==> src/rtl/fifo_arb_pkg.sv <==
`default_nettype none
// ============================================================================
// Module : fifo_arb_pkg
// Brief  : Shared state encoding and round-robin pointer helper for arbiters.
// Rev    : 1.0 - initial release
// ============================================================================
package fifo_arb_pkg;

    localparam logic ST_ARB  = 1'b0;
    localparam logic ST_LOCK = 1'b1;

    // Explicit wrap so non-power-of-2 requester counts never index past n-1.
    function automatic int rr_next(input int idx, input int n);
        return (idx + 1 >= n) ? 0 : idx + 1;
    endfunction

endpackage
`default_nettype wire

==> src/rtl/fifo_arb_rr_pick.sv <==
`default_nettype none
// ============================================================================
// Module : fifo_arb_rr_pick
// Brief  : Combinational rotating priority encoder; first set request at or
//          after ptr, wrapping modulo N.
// Rev    : 1.0 - initial release
// ============================================================================
module fifo_arb_rr_pick
    import fifo_arb_pkg::*;
#(
    parameter int N     = 3,
    parameter int IDX_W = (N > 1) ? $clog2(N) : 1
) (
    input  logic [N-1:0]     req,
    input  logic [IDX_W-1:0] ptr,
    output logic             found,
    output logic [IDX_W-1:0] idx,
    output logic [N-1:0]     onehot
);

    logic [IDX_W-1:0] w_pos;

    // Scan from the farthest offset down so the nearest hit overwrites last.
    always_comb begin
        found  = 1'b0;
        idx    = '0;
        onehot = '0;
        w_pos  = '0;
        for (int i = N - 1; i >= 0; i--) begin
            w_pos = IDX_W'((int'(ptr) + i) % N);
            if (req[w_pos]) begin
                found         = 1'b1;
                idx           = w_pos;
                onehot        = '0;
                onehot[w_pos] = 1'b1;
            end
        end
    end

endmodule
`default_nettype wire

==> src/rtl/fifo_wr_arbiter.sv <==
`default_nettype none
// ============================================================================
// Module : fifo_wr_arbiter
// Brief  : Round-robin arbiter sharing one fifo write port among NREQ
//          valid/ready producers, zero-latency data mux.
// Config : FIFO_WR_ARBITER_LOCK_EN enables burst lock of up to MAX_BURST words.
// Rev    : 1.0 - initial release
// ============================================================================
module fifo_wr_arbiter
    import fifo_arb_pkg::*;
#(
    parameter int NREQ      = 3,
    parameter int WIDTH     = 8,
    parameter int DEPTH     = 7,
    parameter int MAX_BURST = 4
) (
    input  logic                    clk_i,
    input  logic                    rst_i,
    input  logic [NREQ-1:0]         req_valid_i,
    input  logic [NREQ*WIDTH-1:0]   req_data_i,
    output logic [NREQ-1:0]         req_ready_o,
    input  logic [DEPTH-1:0]        fifo_size_i,
    output logic [WIDTH-1:0]        fifo_data_o,
    output logic                    fifo_set_o,
    output logic [NREQ-1:0]         grant_o,
    output logic                    busy_o
);

    localparam int               c_ptr_w = $clog2(NREQ);
    localparam logic [DEPTH-1:0] c_full  = DEPTH'(DEPTH);

    if (NREQ < 2 || MAX_BURST < 1) begin : g_param_check
        $error("fifo_wr_arbiter: NREQ must be >= 2 and MAX_BURST >= 1");
    end

    // Reads are invisible here, so size == DEPTH is treated as full.
    logic               w_space;
    logic [c_ptr_w-1:0] r_rr_ptr;
    logic               w_found;
    logic [c_ptr_w-1:0] w_idx;
    logic [NREQ-1:0]    w_onehot;
    logic [NREQ-1:0]    w_grant;
    logic [NREQ-1:0]    w_ready;
    logic [WIDTH-1:0]   w_data;

    assign w_space = (fifo_size_i < c_full);

    fifo_arb_rr_pick #(
        .N     (NREQ),
        .IDX_W (c_ptr_w)
    ) u_pick (
        .req    (req_valid_i),
        .ptr    (r_rr_ptr),
        .found  (w_found),
        .idx    (w_idx),
        .onehot (w_onehot)
    );

`ifdef FIFO_WR_ARBITER_LOCK_EN
    localparam int                 c_cnt_w      = $clog2(MAX_BURST + 1);
    localparam logic [c_cnt_w-1:0] c_burst_last = c_cnt_w'(MAX_BURST);

    logic               r_st;
    logic [c_ptr_w-1:0] r_owner;
    logic [c_cnt_w-1:0] r_cnt;
    logic [NREQ-1:0]    w_owner_oh;

    always_comb begin
        w_owner_oh          = '0;
        w_owner_oh[r_owner] = 1'b1;
    end

    always_comb begin
        w_grant = '0;
        w_ready = '0;
        if (!rst_i) begin
            if (r_st == ST_LOCK) begin
                w_grant = w_owner_oh;
                if (req_valid_i[r_owner] && w_space) begin
                    w_ready = w_owner_oh;
                end
            end else if (w_found && w_space) begin
                w_grant = w_onehot;
                w_ready = w_onehot;
            end
        end
    end

    // The arbitration write counts as the first word of the burst.
    always_ff @(posedge clk_i) begin
        if (rst_i) begin
            r_st     <= ST_ARB;
            r_rr_ptr <= '0;
            r_owner  <= '0;
            r_cnt    <= '0;
        end else if (r_st == ST_ARB) begin
            if (w_found && w_space) begin
                r_rr_ptr <= c_ptr_w'(rr_next(int'(w_idx), NREQ));
                if (MAX_BURST > 1) begin
                    r_st    <= ST_LOCK;
                    r_owner <= w_idx;
                    r_cnt   <= c_cnt_w'(1);
                end
            end
        end else if (!req_valid_i[r_owner]) begin
            r_st  <= ST_ARB;
            r_cnt <= '0;
        end else if (w_space) begin
            if (r_cnt + 1'b1 == c_burst_last) begin
                r_st  <= ST_ARB;
                r_cnt <= '0;
            end else begin
                r_cnt <= r_cnt + 1'b1;
            end
        end
    end

    assign busy_o = !rst_i && (r_st == ST_LOCK);
`else
    always_comb begin
        w_grant = '0;
        w_ready = '0;
        if (!rst_i && w_found && w_space) begin
            w_grant = w_onehot;
            w_ready = w_onehot;
        end
    end

    always_ff @(posedge clk_i) begin
        if (rst_i) begin
            r_rr_ptr <= '0;
        end else if (w_found && w_space) begin
            r_rr_ptr <= c_ptr_w'(rr_next(int'(w_idx), NREQ));
        end
    end

    assign busy_o = 1'b0;
`endif

    // OR-mux over the one-hot ready vector yields zero when idle.
    always_comb begin
        w_data = '0;
        for (int k = 0; k < NREQ; k++) begin
            if (w_ready[k]) begin
                w_data = w_data | req_data_i[k*WIDTH +: WIDTH];
            end
        end
    end

    assign req_ready_o = w_ready;
    assign grant_o     = w_grant;
    assign fifo_set_o  = |w_ready;
    assign fifo_data_o = w_data;

endmodule
`default_nettype wire

==> config.mk <==
export PLATFORM = sky130hd
export DESIGN_NAME = fifo_wr_arbiter
export DESIGN_NICKNAME = d
export VERILOG_FILES = /design/src/rtl/fifo_arb_pkg.sv /design/src/rtl/fifo_arb_rr_pick.sv /design/src/rtl/fifo_wr_arbiter.sv
export SDC_FILE = /design/constraint.sdc
export NUM_CORES = 1
export LEC_CHECK = 0
export ABC_AREA = 1
export ABC_CLOCK_PERIOD_IN_PS = 5800
export BUFFER_PORTS_ARGS = -buffer_cell sky130_fd_sc_hd__buf_4
export CAP_MARGIN = 20
export CORE_MARGIN = 3
export CORE_UTILIZATION = 40
export CTS_CLUSTER_SIZE = 30
export DETAILED_ROUTE_END_ITERATION = 8
export GPL_TIMING_DRIVEN = 0
export PLACE_DENSITY = 0.79
export SYNTH_ARGS = -nofsm -noshare
export SYNTH_HDL_FRONTEND = slang
export SYNTH_HIERARCHICAL = 1
export SYNTH_SLANG_ARGS = --single-unit
==> constraint.sdc <==
create_clock -name clk_i -period 5.8 [get_ports clk_i]
set_input_delay 0.58 -clock clk_i [delete_from_list [all_inputs] [get_ports clk_i]]
set_output_delay 0.58 -clock clk_i [all_outputs]
set_load 0.02 [all_outputs]
; Word-level counts from Yosys, hierarchy flattened
; Index checks and enable logic that the tools add are counted.
[op_classes]
add_sub_neg = 3
div_mod_pow = 3
magnitude_cmp = 8
muxes = 26
bitwise_logic = 2
n_reduce_logical = 8
[op_table]
columns = cell, n
row1 = $mod A32 B3 Y32 const B, 2
row2 = $mod A3 B3 Y32 const B, 1
row3 = $mux W8, 3
row4 = $or A8 B8 Y8, 2
row5 = $mux W3, 4
row6 = $lt A2 B3 Y1 const B, 3
row7 = $mux W1, 9
row8 = $mux W2, 4
row9 = $lt A7 B3 Y1 const B, 1
row10 = $add A2 B1 Y3 const B, 2
row11 = $bmux W1 S2, 3
row12 = $demux W1 S2, 3
row13 = $ge A2 B1 Y1 const B, 3
row14 = $logic_and A1 B1 Y1, 6
row15 = $add A2 B2 Y3 const B, 1
row16 = $ge A3 B2 Y1 const B, 1
row17 = $reduce_or A3 Y1, 1
row18 = $logic_not A1 Y1, 1
[totals]
reg_bits = 2

; Logic depth before layout (Yosys ltp)
; Gate-level depths: netlist of run 1.
[logic_depth]
word_depth = 15
mapped_depth = 15

; Modules after synthesis
; The synthesis of run 1 kept the hierarchy.
[by_module_without_submodules]
columns = module, instances, cells_each, area_per_inst_um2, seq_area_each_um2
row1 = fifo_wr_arbiter, 1, 72, 459.2, 40.0
row2 = fifo_arb_rr_pick, 1, 57, 275.3, 0.0

; Worst setup path after synthesis of run 1
; No wires, ideal clock.
[synth_timing]
kind = register to output
from = reg r_rr_ptr[0]
to = out req_ready_o[0]
arrival_ps = 2146
slack_ps = 3074
stages_incl_launch_ff = 16
n_path_buf = 2
path_cell_list = dfxtp_1 > inv_1 > ha_1 > inv_2 > nand2_1 > nand2_2 > nand2_2 > inv_2 > nand2_1 > nand2_1 > nand2_1 > nand2_1 > buf_1 > inv_1 > nor2_1 > buf_4
[synth_via]
elab_chain_len = 10
[synth_lines]
columns = element, line_no
row1 = "start, declared", fifo_wr_arbiter.sv:38  ; logic [c_ptr_w-1:0] r_rr_ptr;
row2 = "start signal, assigned", fifo_wr_arbiter.sv:133  ; r_rr_ptr <= c_ptr_w'(rr_next(int'(w_idx), NREQ));
row3 = $add A2 B2 Y3, fifo_arb_rr_pick.sv:30  ; w_pos = IDX_W'((int'(ptr) + i) % N);
row4 = $mod A32 B3 Y32, fifo_arb_rr_pick.sv:30
row5 = $lt A2 B3 Y1 (not written as such) / $ge A2 B1 Y1 (equally long branches), fifo_arb_rr_pick.sv:35  ; onehot[w_pos] = 1'b1;
row6 = $logic_and A1 B1 Y1 (not written as such), fifo_arb_rr_pick.sv:35
row7 = $mux W1 (not written as such), fifo_arb_rr_pick.sv:35
row8 = $demux W1 S2, --
row9 = $mux W3 (2 in series), fifo_arb_rr_pick.sv:31  ; if (req[w_pos]) begin
row10 = $mux W3 (*), fifo_arb_rr_pick.sv:31
row11 = named net w_onehot[0], fifo_wr_arbiter.sv:41  ; logic [NREQ-1:0] w_onehot;
row12 = $mux W3 (*), --
row13 = "end, declared", fifo_wr_arbiter.sv:21  ; output logic [NREQ-1:0] req_ready_o,
; The timed path passes the listed nets; every way through them passes the cells marked *. The select of a mux whose other input is x is not followed.

; Worst setup path in the final report of run 1
[layout_timing]
from = reg r_rr_ptr[0]
to = out req_ready_o[2]
[layout_via]
elab_chain_len = 10
[layout_lines]
columns = element, line_no
row1 = $add A2 B2 Y3, fifo_arb_rr_pick.sv:30
row2 = $mod A32 B3 Y32, fifo_arb_rr_pick.sv:30
row3 = $bmux W1 S2, fifo_arb_rr_pick.sv:31
row4 = $mux W1 (not written as such), fifo_arb_rr_pick.sv:31
row5 = $mux W1 (2 in series), fifo_arb_rr_pick.sv:31
row6 = $mux W1 (*), fifo_arb_rr_pick.sv:31
row7 = named net w_found, fifo_wr_arbiter.sv:39  ; logic w_found;
row8 = $logic_and A1 B1 Y1 (*) (2 in series), fifo_wr_arbiter.sv:123  ; if (!rst_i && w_found && w_space) begin
row9 = $mux W3 (*), fifo_wr_arbiter.sv:123
; Marked as above.

==> results of run 1 <==
[power breakdown]
part	internal, mW	switching (mW)	total [mW]
combinational	0.0296	0.0319	0.0615
sequential	0.0142	0.000285	0.0144
clock	0.0228	0.00737	0.0301
total	0.0665	0.0396	0.106
[critical path: stages (launching register included)]
cell,delay (ns)
dfxtp_1,0.36
inv_1,0.08
ha_1,0.36
inv_2,0.12
nand2_1,0.05
nand3_1,0.09
nand2_2,0.08
inv_2,0.08
nor2_1,0.05
nand2_1,0.10
inv_1,0.06
nor2_2,0.27
nand2_2,0.15
nor2_1,0.17
buf_4,0.13
buf_4,0.12
[cells by family (layout without fill, tap and decap cells)]
kind of cell	count (synthesis)	in the layout	synth area share
other cells	1	1	0.00511
buf+inv	29	82	0.228
simple gates	88	88	0.603
flops	2	2	0.0545
compound gates	5	5	0.0409
fa+ha+maj	4	4	0.0681
[how the worst max path moves through the flow]
stage                           to                startpoint  slack (ns)  depth (start not counted)
finish              req_ready_o[2]  r_rr_ptr[0]$_SDFFE_PP0P_        2.73                         15
global route        req_ready_o[2]  r_rr_ptr[0]$_SDFFE_PP0P_        2.46                         15
CTS                 req_ready_o[2]  r_rr_ptr[0]$_SDFFE_PP0P_        2.72                         15
detailed placement  req_ready_o[2]  r_rr_ptr[0]$_SDFFE_PP0P_        2.98                         15
global placement    req_ready_o[0]  r_rr_ptr[0]$_SDFFE_PP0P_        3.01                         16
floorplan           req_ready_o[0]  r_rr_ptr[0]$_SDFFE_PP0P_        3.07                         15
[cells in the final DEF (no fill, tap or decap)]
master     n
dfxtp_1    2
buf_6      4
nand3_1   16
a21oi_1    1
o21ai_1    2
ha_1       4
nand4_1   24
or2_2      1
inv_1     14
nand2_2    5
clkinv_1   1
o21ai_2    1
nor2_1     5
nor2_4     1
buf_1      1
inv_2      3
clkbuf_8   1
conb_1     1
nor2_2     4
clkbuf_4   3
nand2_1   32
a31oi_1    1
buf_4     55
[metal layers]
layer | up-vias | routed length (um) | track usage
met1 | 449 | 1060 | 0.257
met4 | 0 | 0 | 0.0521
li1 | 537 | - | -
met3 | 0 | 103 | 0.0245
met2 | 27 | 1330 | 0.396
met5 | - | 0 | 0
[final cells by class]
cell class	instances	area [um2]
multi-input combinational	98	527
fill	149	449
timing repair buffer	50	375
buffer	11	100
inverter	18	67.6
sequential	2	40.0
tap	24	30.0
clock buffer	3	22.5
[through the flow]
step	worst slack (ns)	cell area, um2	hold slack (ns)	utilization	total power, mW
2_1_floorplan	3.07	734	0.482	-	0.0482
3_3_place_gp	3.01	1140	0.506	0.707	0.0739
3_5_place_dp	2.98	1140	0.514	0.707	0.0753
4_1_cts	2.72	1160	0.517	0.721	0.107
5_1_grt	2.46	1160	0.574	0.721	0.115
6_report	2.73	1160	0.511	0.721	0.106
==> results.sh, run 1 <==
export IMPL_synth_edf_count=0
export IMPL_regMostFlops="r_rr_ptr"
export IMPL_finalCriticalPeriod_ns=3.07
export IMPL_place_hpwl_mm=2.01
export IMPL_worst_ep_arrival_time_ns=2.49
export IMPL_synth_common_cells="nand2_1, nand4_1, nand3_1"
export IMPL_setup_tns_ns=0
export IMPL_cts_repair_resized=0
export IMPL_grt_pass1_vias=940
export IMPL_hold_class="register to register"
export IMPL_globalplace_congestion=0.855
export IMPL_cp_start_kind="register"
export IMPL_synth_async_reset_ratio=0
export IMPL_cts_root_buf="clkbuf_4"
export IMPL_start_util=0.456
export IMPL_crit_type="register to primary output"
export IMPL_fmax_ghz=0.326
export IMPL_finalSetupViolCount=0
export IMPL_core_region_area_um2=1610
export IMPL_syn_inst=129
export IMPL_synth_distinct_cells=22
export IMPL_dieArea_um2=2390
export IMPL_drtIter0Drc=23
export IMPL_die_h_um=48.9
export IMPL_rows=14
export IMPL_io_pins=52
export IMPL_drv_cap=0
export IMPL_cts_sinks=2
export IMPL_num_antenna_cells=0
export IMPL_instances_no_fill=206
export IMPL_path_max_fanout=7
export IMPL_p_leak_nw=0.639
export IMPL_ir_worst_vdd_mv=0.120
export IMPL_power_density_nw_per_um2=91.3
export IMPL_grt_max_degree=11
export IMPL_vias=1013
export IMPL_largest_register_ffs=2
export IMPL_grt_overflow=0
export IMPL_min_delay_start="r_rr_ptr[0]$_SDFFE_PP0P_"
export IMPL_numPlacedInstances=203
export IMPL_ys_seq_area_frac=0.0545
export IMPL_drc_errors=0
export IMPL_path_clk_slew_ns=0.03
export IMPL_numCtsBuffers=3
export IMPL_htree_levels=1
export IMPL_synth_most_common_cell="nand2_1"
export IMPL_worst_setup_path_end_kind="primary output"
export IMPL_cts_setup_buffers=0
export IMPL_dr_pass1_iters=4
export IMPL_rsz0062_at_grt="false"
export IMPL_clock_tree_buffer_depth=2
export IMPL_viasPerCell=4.92
export IMPL_ys_ff_latch=2
export IMPL_grt_pass1_wl_mm=4.12
export IMPL_clk_latency_ns=0.22
export IMPL_reg2reg_from="r_rr_ptr[0]$_SDFFE_PP0P_"
export IMPL_synth_nets=169
export IMPL_r2r_slack_ns=3.73
export IMPL_drtAntennaViolNets=0
export IMPL_hold_viol=0
export IMPL_cts_tree="built"
export IMPL_numPortBuffers=50
export IMPL_synth_top_flop_cell="dfxtp_1"
export IMPL_status="completed"
export IMPL_synth_avg_cell_area_um2=5.69
export IMPL_skew_ns=0.00480
export IMPL_mappedNetlistArea_um2=734
export IMPL_cp_required_ns=5.22
export IMPL_r2r_cells=13
export IMPL_yosysWarnings=6
export IMPL_drt_wl_total_mm=2.49
export IMPL_drive_above_1_share=0.429
export IMPL_final_nets=224
export IMPL_top_regs="r_rr_ptr x2"
export IMPL_yosys_top_cells_area="nand4_1, nand2_1, nand3_1"
export IMPL_cts_hold_buffers_added=0
export IMPL_reg2reg_to="r_rr_ptr[1]$_SDFFE_PP0P_"
export IMPL_yosysTopAreaCellShare=0.204
export IMPL_track_usage=0.213
export IMPL_slew_violations=0
export IMPL_area_growth_pct=58.3
export IMPL_antenna_found_initial=0
export IMPL_hold_depth=2
export IMPL_min_to="r_rr_ptr[0]$_SDFFE_PP0P_"
export IMPL_finalCritPeriodShare=0.529
export IMPL_wl_per_cell_um=12.1
export IMPL_yosysTopAreaCell="nand4_1"
export IMPL_die_w_um=48.9
Note: power is estimated with default switching activity, not from simulation.
==> run 2, diff against run 1 <==
--- a/config.mk
+++ b/config.mk
@@ -6,7 +6,7 @@
 export NUM_CORES = 1
 export LEC_CHECK = 0
 export ABC_AREA = 1
-export ABC_CLOCK_PERIOD_IN_PS = 5800
+export ABC_CLOCK_PERIOD_IN_PS = 2900
 export BUFFER_PORTS_ARGS = -buffer_cell sky130_fd_sc_hd__buf_4
 export CAP_MARGIN = 20
 export CORE_MARGIN = 3
==> constraint.sdc (replaced) <==
create_clock -name clk_i -period 2.9 [get_ports clk_i]
set_input_delay 0.29 -clock clk_i [delete_from_list [all_inputs] [get_ports clk_i]]
set_output_delay 0.29 -clock clk_i [all_outputs]
set_load 0.02 [all_outputs]
==> results.sh, run 2 (synthesized netlist as in run 1, its figures left out) <==
export IMPL_vias=1020
export IMPL_globalplace_congestion=0.855
export IMPL_power_frac_comb=0.586
export IMPL_fmax_ghz=0.374
export IMPL_p_sw_frac=0.375
export IMPL_core_region_area_um2=1610
export IMPL_path_clk_slew_ns=0.03
export IMPL_cp_required_ns=2.61
export IMPL_num_antenna_cells=0
export IMPL_start_util=0.456
export IMPL_slew_violations=0
export IMPL_grt_overflow=0
export IMPL_antenna_found_initial=0
export IMPL_fillers=149
export IMPL_worst_ep_arrival_time_ns=2.39
export IMPL_hold_class="input port to register"
export IMPL_area_growth_pct=59.8
export IMPL_rsz0062_at_grt="true"
export IMPL_cts_sinks=2
export IMPL_path_max_fanout=6
export IMPL_p_switching_mw=0.0806
export IMPL_place_hpwl_mm=2.01
export IMPL_numCtsBuffers=3
export IMPL_grt_pass1_vias=940
export IMPL_p_int_mw=0.134
export IMPL_die_w_um=48.9
export IMPL_htree_levels=1
export IMPL_worst_setup_path_end_kind="primary output"
export IMPL_dpl_cell_area_um2=1140
export IMPL_drt_wl_total_mm=2.55
export IMPL_dieArea_um2=2390
export IMPL_crit_type="register to primary output"
export IMPL_fin_area_um2=1170
export IMPL_instances_no_fill=206
export IMPL_clock_tree_buffer_depth=2
export IMPL_hold_viol=0
export IMPL_largest_register_ffs=2
export IMPL_finalSetupViolCount=0
export IMPL_regMostFlops="r_rr_ptr"
export IMPL_grt_max_degree=11
export IMPL_cp_start_kind="register"
export IMPL_finalCriticalPeriod_ns=2.68
export IMPL_ir_worst_vdd_mv=0.240
export IMPL_numPortBuffers=50
export IMPL_track_usage=0.213
export IMPL_dr_pass1_iters=4
export IMPL_drive_above_1_share=0.440
export IMPL_numPlacedInstances=203
export IMPL_finalCritPeriodShare=0.923
export IMPL_layout_common_cells="buf_4, nand2_1, nand4_1, nand3_1, inv_1"
export IMPL_die_h_um=48.9
export IMPL_drtIter0Drc=22
export IMPL_skew_ns=0.00512
export IMPL_status="completed"
export IMPL_wl_per_cell_um=12.4
export IMPL_top_regs="r_rr_ptr x2"
export IMPL_seqPwrFrac=0.134
export IMPL_p_leak_nw=0.644
export IMPL_drtAntennaViolNets=0
export IMPL_mostFrequentLayoutCell="buf_4"
export IMPL_cts_tree="built"
export IMPL_rows=14
export IMPL_drv_cap=0
export IMPL_clk_latency_ns=0.22
export IMPL_grt_pass1_wl_mm=4.12
export IMPL_final_nets=224
export IMPL_power_density_nw_per_um2=183
export IMPL_io_pins=52
export IMPL_drc_errors=0
export IMPL_viasPerCell=4.95
export IMPL_setup_tns_ns=0
export IMPL_cts_root_buf="clkbuf_4"
export IMPL_p_clk_frac=0.280
-- run 2: per-layer routing --
| metal | vias to the layer above | track usage | part of all wire |
|---|---|---|---|
| met5 | - | 0 | 0 |
| met4 | 0 | 0.0521 | 0.0051 |
| met3 | 2 | 0.0245 | 0.043 |
| met2 | 30 | 0.396 | 0.53 |
| met1 | 448 | 0.257 | 0.42 |
| li1 | 540 | - | - |
-- run 2: path summary, 6_finish.rpt --
check	startpoint	end	slack, ns	cells past startpoint
min	rst_i	r_rr_ptr[0]$_SDFFE_PP0P_	0.40	4
max reg2reg	r_rr_ptr[0]$_SDFFE_PP0P_	r_rr_ptr[1]$_SDFFE_PP0P_	0.91	13
max	r_rr_ptr[0]$_SDFFE_PP0P_	req_ready_o[1]	0.22	15
min reg2reg	r_rr_ptr[0]$_SDFFE_PP0P_	r_rr_ptr[0]$_SDFFE_PP0P_	0.51	2
-- run 2: final cells by class --
cell class / instances / area (um2) / area share
Tap cell: 24 / 30.0 / 0.0256
Multi-Input combinational cell: 98 / 534 / 0.455
Clock buffer: 3 / 22.5 / 0.0192
Inverter: 18 / 67.6 / 0.0576
Sequential cell: 2 / 40.0 / 0.0341
Buffer: 10 / 96.3 / 0.0821
Timing Repair Buffer: 51 / 383 / 0.326
-- run 2: power by group through the flow --
stage | clock, mW | sequential (mW) | combinational, mW
4_1_cts | 0.0638 | 0.0289 | 0.122
6_report | 0.0601 | 0.0289 | 0.126
2_1_floorplan | 0 | 0.0291 | 0.0672
5_1_grt | 0.0663 | 0.0291 | 0.138
3_5_place_dp | 0 | 0.0293 | 0.121
3_3_place_gp | 0 | 0.0292 | 0.119
-- run 2: per-stage QoR --
step	utilization	power [mW]	setup WS (ns)	hold slack, ns
after floorplan	-	0.0963	0.464	0.478
after global placement	0.707	0.148	0.400	0.506
after detailed placement	0.707	0.151	0.368	0.514
after CTS	0.721	0.215	0.113	0.373
after global routing	0.728	0.233	0.00232	0.421
final	0.728	0.215	0.224	0.402
-- run 2: timing repair --
action                                  in CTS  in global routing
buffers inserted                             0                  1
endpoints found under the setup margin       0                 15
gates resized for setup                      0                  2
hold buffers                                 0                  0
-- run 2: worst max-delay path, cell delays in order (launching register included) --
cell     delay, ns
dfxtp_1       0.36
inv_1         0.08
ha_1          0.36
inv_2         0.12
nand2_1       0.05
nand3_1       0.09
nand2_2       0.08
inv_2         0.08
nor2_1        0.05
nand2_1       0.10
inv_1         0.08
nor2_4        0.18
nand2_2       0.12
nor2_1        0.16
buf_4         0.13
buf_4         0.13
